<file path="src/rtl/wts_mixer_pkg.sv">
// wts_mixer_pkg
// Shared widths and constants for the wave-table channel mixer.
//   WAVE_W    : signed wave-table sample width
//   LEVEL_W   : envelope level width (0 = silent, LEVEL_MAX = full scale)
//   PROD_W    : stage-1 product width (wave x clamped level)
//   ACC_W     : frame accumulator width
//   VOL_W     : master volume width
//   VOL_SHIFT : right shift applied after the master-volume multiply
package wts_mixer_pkg;
  localparam int WAVE_W    = 8;
  localparam int LEVEL_W   = 7;
  localparam int LEVEL_MAX = 64;
  localparam int PROD_W    = 15;
  localparam int ACC_W     = 18;
  localparam int VOL_W     = 4;
  localparam int VOL_SHIFT = 4;
  // acc x {0,vol} never overflows this width.
  localparam int MIX_W     = ACC_W + VOL_W + 1;
endpackage

</file>
<file path="src/rtl/wts_channel_mixer_if.sv">
// wts_channel_mixer_if
// Per-slot channel stream into the mixer.
//   ch_valid : a channel slot is presented this cycle
//   ch_first : first channel of a frame (qualified by ch_valid)
//   ch_last  : last channel of a frame (qualified by ch_valid)
//   ch_wave  : signed wave-table sample
//   ch_level : envelope level, 0..64 meaningful, larger values clamp
//   ch_mute  : channel contributes zero
interface wts_channel_mixer_if;
  import wts_mixer_pkg::*;

  logic               ch_valid;
  logic               ch_first;
  logic               ch_last;
  logic [WAVE_W-1:0]  ch_wave;
  logic [LEVEL_W-1:0] ch_level;
  logic               ch_mute;

  modport master (
    output ch_valid, ch_first, ch_last, ch_wave, ch_level, ch_mute
  );

  modport slave (
    input ch_valid, ch_first, ch_last, ch_wave, ch_level, ch_mute
  );
endinterface

</file>
<file path="src/rtl/wts_mixer_mul.sv">
// wts_mixer_mul
// Combinational stage-1 multiply: signed wave x clamped unsigned level,
// forced to zero when muted.
//   wave  : signed wave-table sample
//   level : envelope level; values above LEVEL_MAX are treated as LEVEL_MAX
//   mute  : force the product to zero
//   prod  : signed product, range -8192..+8128
module wts_mixer_mul
  import wts_mixer_pkg::*;
(
  input  logic signed [WAVE_W-1:0]  wave,
  input  logic        [LEVEL_W-1:0] level,
  input  logic                      mute,
  output logic signed [PROD_W-1:0]  prod
);

  logic [LEVEL_W-1:0]       eff_level;
  logic signed [PROD_W-1:0] wave_ext;
  logic signed [PROD_W-1:0] level_ext;

  assign eff_level = (level > LEVEL_W'(LEVEL_MAX)) ? LEVEL_W'(LEVEL_MAX) : level;

  // The true product always fits in PROD_W bits, so multiplying at that
  // width loses nothing.
  assign wave_ext  = PROD_W'(wave);
  assign level_ext = $signed(PROD_W'(eff_level));
  assign prod      = mute ? '0 : (wave_ext * level_ext);

endmodule

</file>
<file path="src/rtl/wts_channel_mixer.sv">
// wts_channel_mixer
// Sums scaled wave-table channels over a frame of slots, applies a master
// volume and emits one saturated sample per frame.
//   clk            : system clock, rising edge
//   nreset         : asynchronous active-low reset
//   ch             : channel slot stream (slave modport)
//   reg_master_vol : master volume 0..15, sampled when the output is formed
//   sample_out     : signed mixed sample, held between updates
//   sample_valid   : one-cycle pulse when sample_out updates
// Latency: ch_last slot at cycle N -> sample_valid at cycle N+3.
module wts_channel_mixer
  import wts_mixer_pkg::*;
#(
  parameter int OUT_W = 16
) (
  input  logic                    clk,
  input  logic                    nreset,
  wts_channel_mixer_if.slave      ch,
  input  logic [VOL_W-1:0]        reg_master_vol,
  output logic signed [OUT_W-1:0] sample_out,
  output logic                    sample_valid
);

  localparam logic signed [63:0] SAT_MAX = (64'sd1 <<< (OUT_W - 1)) - 64'sd1;
  localparam logic signed [63:0] SAT_MIN = -(64'sd1 <<< (OUT_W - 1));

  // Stage 1: registered product plus frame flags.
  logic signed [PROD_W-1:0] mul_prod;
  logic signed [PROD_W-1:0] s1_prod;
  logic                     s1_valid;
  logic                     s1_first;
  logic                     s1_last;

  // Stage 2: accumulator and a flag saying it now holds a finished frame.
  logic signed [ACC_W-1:0]  acc;
  logic signed [ACC_W-1:0]  acc_next;
  logic                     s2_last;

  logic signed [MIX_W-1:0]  mix_prod;
  logic signed [MIX_W-1:0]  mix;
  logic signed [63:0]       mix_wide;
  logic signed [OUT_W-1:0]  sat_mix;

  wts_mixer_mul u_mul (
    .wave  (ch.ch_wave),
    .level (ch.ch_level),
    .mute  (ch.ch_mute),
    .prod  (mul_prod)
  );

  always_ff @(posedge clk or negedge nreset) begin
    if (!nreset) begin
      s1_valid <= 1'b0;
      s1_first <= 1'b0;
      s1_last  <= 1'b0;
      s1_prod  <= '0;
    end else begin
      s1_valid <= ch.ch_valid;
      // Flags and product only matter with ch_valid; clearing them on idle
      // slots keeps stage 2 from seeing stale flags.
      s1_first <= ch.ch_valid & ch.ch_first;
      s1_last  <= ch.ch_valid & ch.ch_last;
      s1_prod  <= ch.ch_valid ? mul_prod : '0;
    end
  end

  // A slot without ch_first simply keeps adding to whatever is there.
  assign acc_next = s1_first ? ACC_W'(s1_prod) : (acc + ACC_W'(s1_prod));

  always_ff @(posedge clk or negedge nreset) begin
    if (!nreset) begin
      acc     <= '0;
      s2_last <= 1'b0;
    end else begin
      if (s1_valid) begin
        acc <= acc_next;
      end
      s2_last <= s1_valid & s1_last;
    end
  end

  // acc is the finished frame's sum whenever s2_last is set; a following
  // frame's first slot only overwrites acc one cycle later.
  assign mix_prod = MIX_W'(acc) * $signed(MIX_W'(reg_master_vol));
  assign mix      = mix_prod >>> VOL_SHIFT;
  assign mix_wide = 64'(mix);

  always_comb begin
    sat_mix = mix_wide[OUT_W-1:0];
    if (mix_wide > SAT_MAX) begin
      sat_mix = SAT_MAX[OUT_W-1:0];
    end else if (mix_wide < SAT_MIN) begin
      sat_mix = SAT_MIN[OUT_W-1:0];
    end
  end

  always_ff @(posedge clk or negedge nreset) begin
    if (!nreset) begin
      sample_out   <= '0;
      sample_valid <= 1'b0;
    end else begin
      sample_valid <= s2_last;
      if (s2_last) begin
        sample_out <= sat_mix;
      end
    end
  end

endmodule

</file>
<file path="src/flat_wrapper.sv">
// flat-port wrapper written by rule: the top's interface ports become plain ports
module wts_channel_mixer_flat import wts_mixer_pkg::*;
#(
  parameter int OUT_W = 16
)
  (clk, nreset, reg_master_vol, sample_out, sample_valid, ch_ch_valid, ch_ch_first, ch_ch_last, ch_ch_wave, ch_ch_level, ch_ch_mute);
  wts_channel_mixer_if ch_i ();
  input  logic clk;
  input  logic nreset;
  input  logic [VOL_W-1:0] reg_master_vol;
  output logic signed [OUT_W-1:0] sample_out;
  output logic sample_valid;
  input wire logic [$bits(ch_i.ch_valid)-1:0] ch_ch_valid;
  input wire logic [$bits(ch_i.ch_first)-1:0] ch_ch_first;
  input wire logic [$bits(ch_i.ch_last)-1:0] ch_ch_last;
  input wire logic [$bits(ch_i.ch_wave)-1:0] ch_ch_wave;
  input wire logic [$bits(ch_i.ch_level)-1:0] ch_ch_level;
  input wire logic [$bits(ch_i.ch_mute)-1:0] ch_ch_mute;
  assign ch_i.ch_valid = ch_ch_valid;
  assign ch_i.ch_first = ch_ch_first;
  assign ch_i.ch_last = ch_ch_last;
  assign ch_i.ch_wave = ch_ch_wave;
  assign ch_i.ch_level = ch_ch_level;
  assign ch_i.ch_mute = ch_ch_mute;
  wts_channel_mixer #(.OUT_W(OUT_W)) u_core (.clk(clk), .nreset(nreset), .ch(ch_i), .reg_master_vol(reg_master_vol), .sample_out(sample_out), .sample_valid(sample_valid));
endmodule
</file>
<file path="config.mk">
export PLATFORM = sky130hd
export DESIGN_NAME = wts_channel_mixer_flat
export DESIGN_NICKNAME = d
export VERILOG_FILES = /design/src/rtl/wts_mixer_pkg.sv /design/src/rtl/wts_channel_mixer_if.sv /design/src/rtl/wts_mixer_mul.sv /design/src/rtl/wts_channel_mixer.sv /design/src/flat_wrapper.sv
export SDC_FILE = /design/constraint.sdc
export NUM_CORES = 1
export LEC_CHECK = 0
export CELL_PAD_IN_SITES_DETAIL_PLACEMENT = 0
export CELL_PAD_IN_SITES_GLOBAL_PLACEMENT = 2
export CORE_MARGIN = 2
export CORE_UTILIZATION = 42
export DETAILED_ROUTE_END_ITERATION = 10
export PLACE_DENSITY = 0.91
export SYNTH_ARGS = -nofsm -noshare
export SYNTH_HDL_FRONTEND = slang
export SYNTH_SLANG_ARGS = --single-unit
</file>
<file path="constraint.sdc">
create_clock -name clk -period 9.3 [get_ports clk]
set_input_delay 1.86 -clock clk [delete_from_list [all_inputs] [get_ports clk]]
set_output_delay 1.86 -clock clk [all_outputs]
set_load 0.005 [all_outputs]
</file>
==> results.md <==
- Layout cells sized above 1: 2.34%
- Antenna cells: 0
- Async set-reset flop share out of synthesis: 100%
- Final period util: 74.5%
- Top cells by area, synth: fa_1 (21%), dfrtp_1 (18%), ha_1 (15%)
- Cts repair resizes: 0
- Die Width: 138 um
- ANT nets after route: 0
- Max-Slew Margin vs Limit: 43.9%
- Final Setup Violations: 0
- Post-synthesis net count: 1063
- FILL cells: 1787
- Worst-path cell chain: clkdlybuf4s50_1 -> nor2b_1 -> and2_1 -> ha_1 -> inv_1 -> fa_1 -> inv_1 -> ha_1 -> inv_1 -> fa_1 -> inv_1 -> ha_1 -> a21o_1 -> a21oi_1 -> o21bai_1 -> a21oi_1 -> o21bai_1 -> a211o_1 -> a2111oi_0 -> o21ai_0 -> nor3b_1
- VDD IR max: 0.294 mV
- Ports: 42
- Worst endpoint required time: 9.47 ns
- Largest net degree at the start of global routing: 55
- Hold WS: 0.480 ns
- Slew Limit Fails: 0
- TritonCTS clock tree: done
- R2R depth: 16
- Most used DFF post-synth: dfrtp_1
- CP Capture Type: flip-flop
- Mapped Cells: 868
- RR Startpoint: u_core.acc[2]
- Max_cap viols: 0
- Num rows: 49
- Crit path time final: 6.93 ns
- Crit-path max cell delay: 0.60 ns
- Reg2Reg Setup Slack: 4.66 ns
- Initial antenna violation count: 0
- Bufs on Longest Clock Path: 2
- Core area: 17800 um2
- Setup Skew: 0.00865 ns
- Worst skew pair latency: 0.30 ns
- First-pass GRT wire length: 25100 um
- Post-layout nets: 1091
- Yosys top cell area share: 21.4%
- Yosys cell types: 55
- Crit-path slowest cell: clkdlybuf4s50_1
- Die Ht: 138 um
- Crit-path most repeated cell: inv_1
- Avg Inst Size Synth: 8.71 um2
- Static leakage: 4.17 nW
- Post-CTS Setup Inserts: 0
- Total GRT Usage: 15.1%
- WHS Path Cells: 1
- Register area share after synthesis: 17.9%
- CTS buffer count: 5
- RSZ-0062 raised after global routing: false
- Routed WL per cell: 12.1 um
- Final hold violations: 0
- Port bufs: 41
- Synthesis warning total: 0
- CTS root buf: clkbuf_16
- Most frequent cell after synthesis: inv_1
- Synth area leader: fa_1
- Flip-flop and latch count after synthesis: 54
- Synth cell count leaders: inv_1 (154), and2_1 (93), ha_1 (89), fa_1 (81), nand2_1 (70)
- Grt ovf: 0
- CP startpoint kind: input pin
- Tightest Hold Check Type: reg2reg
- Area Overhead vs Synth: 10.1%
- Crit Path Category: in2reg
- Final Wtd Congestion: 0.837
- Drt initial violations: 134
- Pwr Density: 329 nW/um2
- Setup TNS: 0 ns
- Vias per inst: 4.77
- Post-Route WL: 13600 um
- Arrival time at the worst endpoint: 7.10 ns
- Clock slew at reported path FFs: 0.08 ns
- Drt first pass iters: 4
- Detailed Place HPWL: 11400 um
- Vias in the first global route: 5635
- Clock Sinks: 54
- Mapped cell area: 7560 um2
- EDFF count, synth: 0
- Maximum clock rate: 144 MHz
- Starting Density: 42.4%
- Htree depth: 2
- Vias: 5376
- Full die area: 19100 um2
- Worst-Margin Slew: 0.841 ns
- DRC: 0
- Outcome: finished clean
- Hold EP: u_core.acc[0]
- FF-to-FF End: u_core.sample_out[13]
- Hold_sp: u_core.s1_valid
- Worst-path fanout max: 14
- Hold_buf cts: 0
[how the worst max path moves through the flow]
| stage | to | cells past startpoint | startpoint |
|---|---|---|---|
| 6_report | u_core.s1_prod[14] | 21 | ch_ch_level[6] |
| 5_1_grt | u_core.s1_prod[14] | 19 | ch_ch_level[6] |
| 4_1_cts | u_core.s1_prod[14] | 21 | ch_ch_level[6] |
| 3_5_place_dp | u_core.s1_prod[14] | 21 | ch_ch_level[6] |
| 3_3_place_gp | u_core.s1_prod[14] | 21 | ch_ch_level[6] |
| 2_1_floorplan | u_core.s1_prod[14] | 17 | ch_ch_level[4] |
[critical path, delay by kind of cell]
| family | cells | cell delay [ns] |
|---|---|---|
| adder cells (fa/ha/maj) | 5 | 1.74 |
| AND/OR/NAND/NOR | 3 | 0.86 |
| AO/OA/AOI/OAI | 8 | 1.81 |
| buffers and inverters | 5 | 0.81 |
[cells by family after synthesis]
logic type	share of synthesized area, %
AOI/OAI and AO/OA	12.8
adders and majority gates	36.2
xor gates and xnor gates	4.98
DFF	17.9
muxes	0.662
and+or+nand+nor	18.5
buffers and inverters	9.00
[through the flow]
stage / setup WS (ns) / instances / instance area, um2 / total power, mW / util (%)
after detailed placement: 2.03 / 1118 / 8170 / 2.56 / 45.8
after floorplan: 3.17 / 868 / 7560 / 2.17 / -
after global routing: 1.90 / 1126 / 8320 / 3.10 / 46.6
after CTS: 2.35 / 1126 / 8320 / 2.78 / 46.6
final: 2.37 / 1126 / 8320 / 2.73 / 46.6
after global placement: 2.11 / 1118 / 8170 / 2.55 / 45.8
[placed cells by master (no fill, tap or decap), types with 3 or more instances in the layout]
cell type	instances
and3_1	5
o211ai_1	4
nor3_1	9
a211o_1	4
nand2b_1	4
clkdlybuf4s50_1	40
a31oi_1	5
nor2_1	63
nand2_1	70
ha_1	89
o31a_1	3
nor2b_1	12
a21o_1	8
fa_1	81
nand3_1	3
and2_1	93
clkbuf_16	5
nand4_1	5
o21ai_0	24
o21a_1	3
o21bai_1	7
dfrtp_1	54
or3_1	5
a21oi_1	63
xor2_1	13
xnor2_1	30
mux2i_1	5
inv_1	154
[per-layer routing]
metal	track usage (%)	share of wire, %	vias to the layer above
met5	0	0	-
met4	2.58	0.76	0
met3	1.56	1.5	7
met2	27.4	50	47
met1	19.9	48	2485
li1	-	-	2837
[report_power, final]
part           total (mW)  switching (mW)  internal, mW
Combinational        2.14            1.20         0.949
Clock               0.201          0.0974         0.103
Sequential          0.389          0.0767         0.312
Total                2.73            1.37          1.36
[flip-flops by register name, summed over array words and instances, names as in the netlist]
register,cells
u_core.sample_valid,1
u_core.sample_out,16
u_core.s2_last,1
u_core.s1_last,1
u_core.s1_first,1
u_core.acc,18
u_core.s1_prod,15
u_core.s1_valid,1
[cell type report]
| type | instances | area [um2] | area share [%] |
|---|---|---|---|
| Clock buffer | 5 | 125 | 1.50 |
| Multi-Input combinational cell | 637 | 5530 | 66.4 |
| Inverter | 155 | 582 | 6.99 |
| Tap cell | 229 | 287 | 3.44 |
| Timing Repair Buffer | 43 | 420 | 5.05 |
| Clock inverter | 3 | 28.8 | 0.346 |
| Sequential cell | 54 | 1350 | 16.2 |
(Power assumes the default switching activity.)
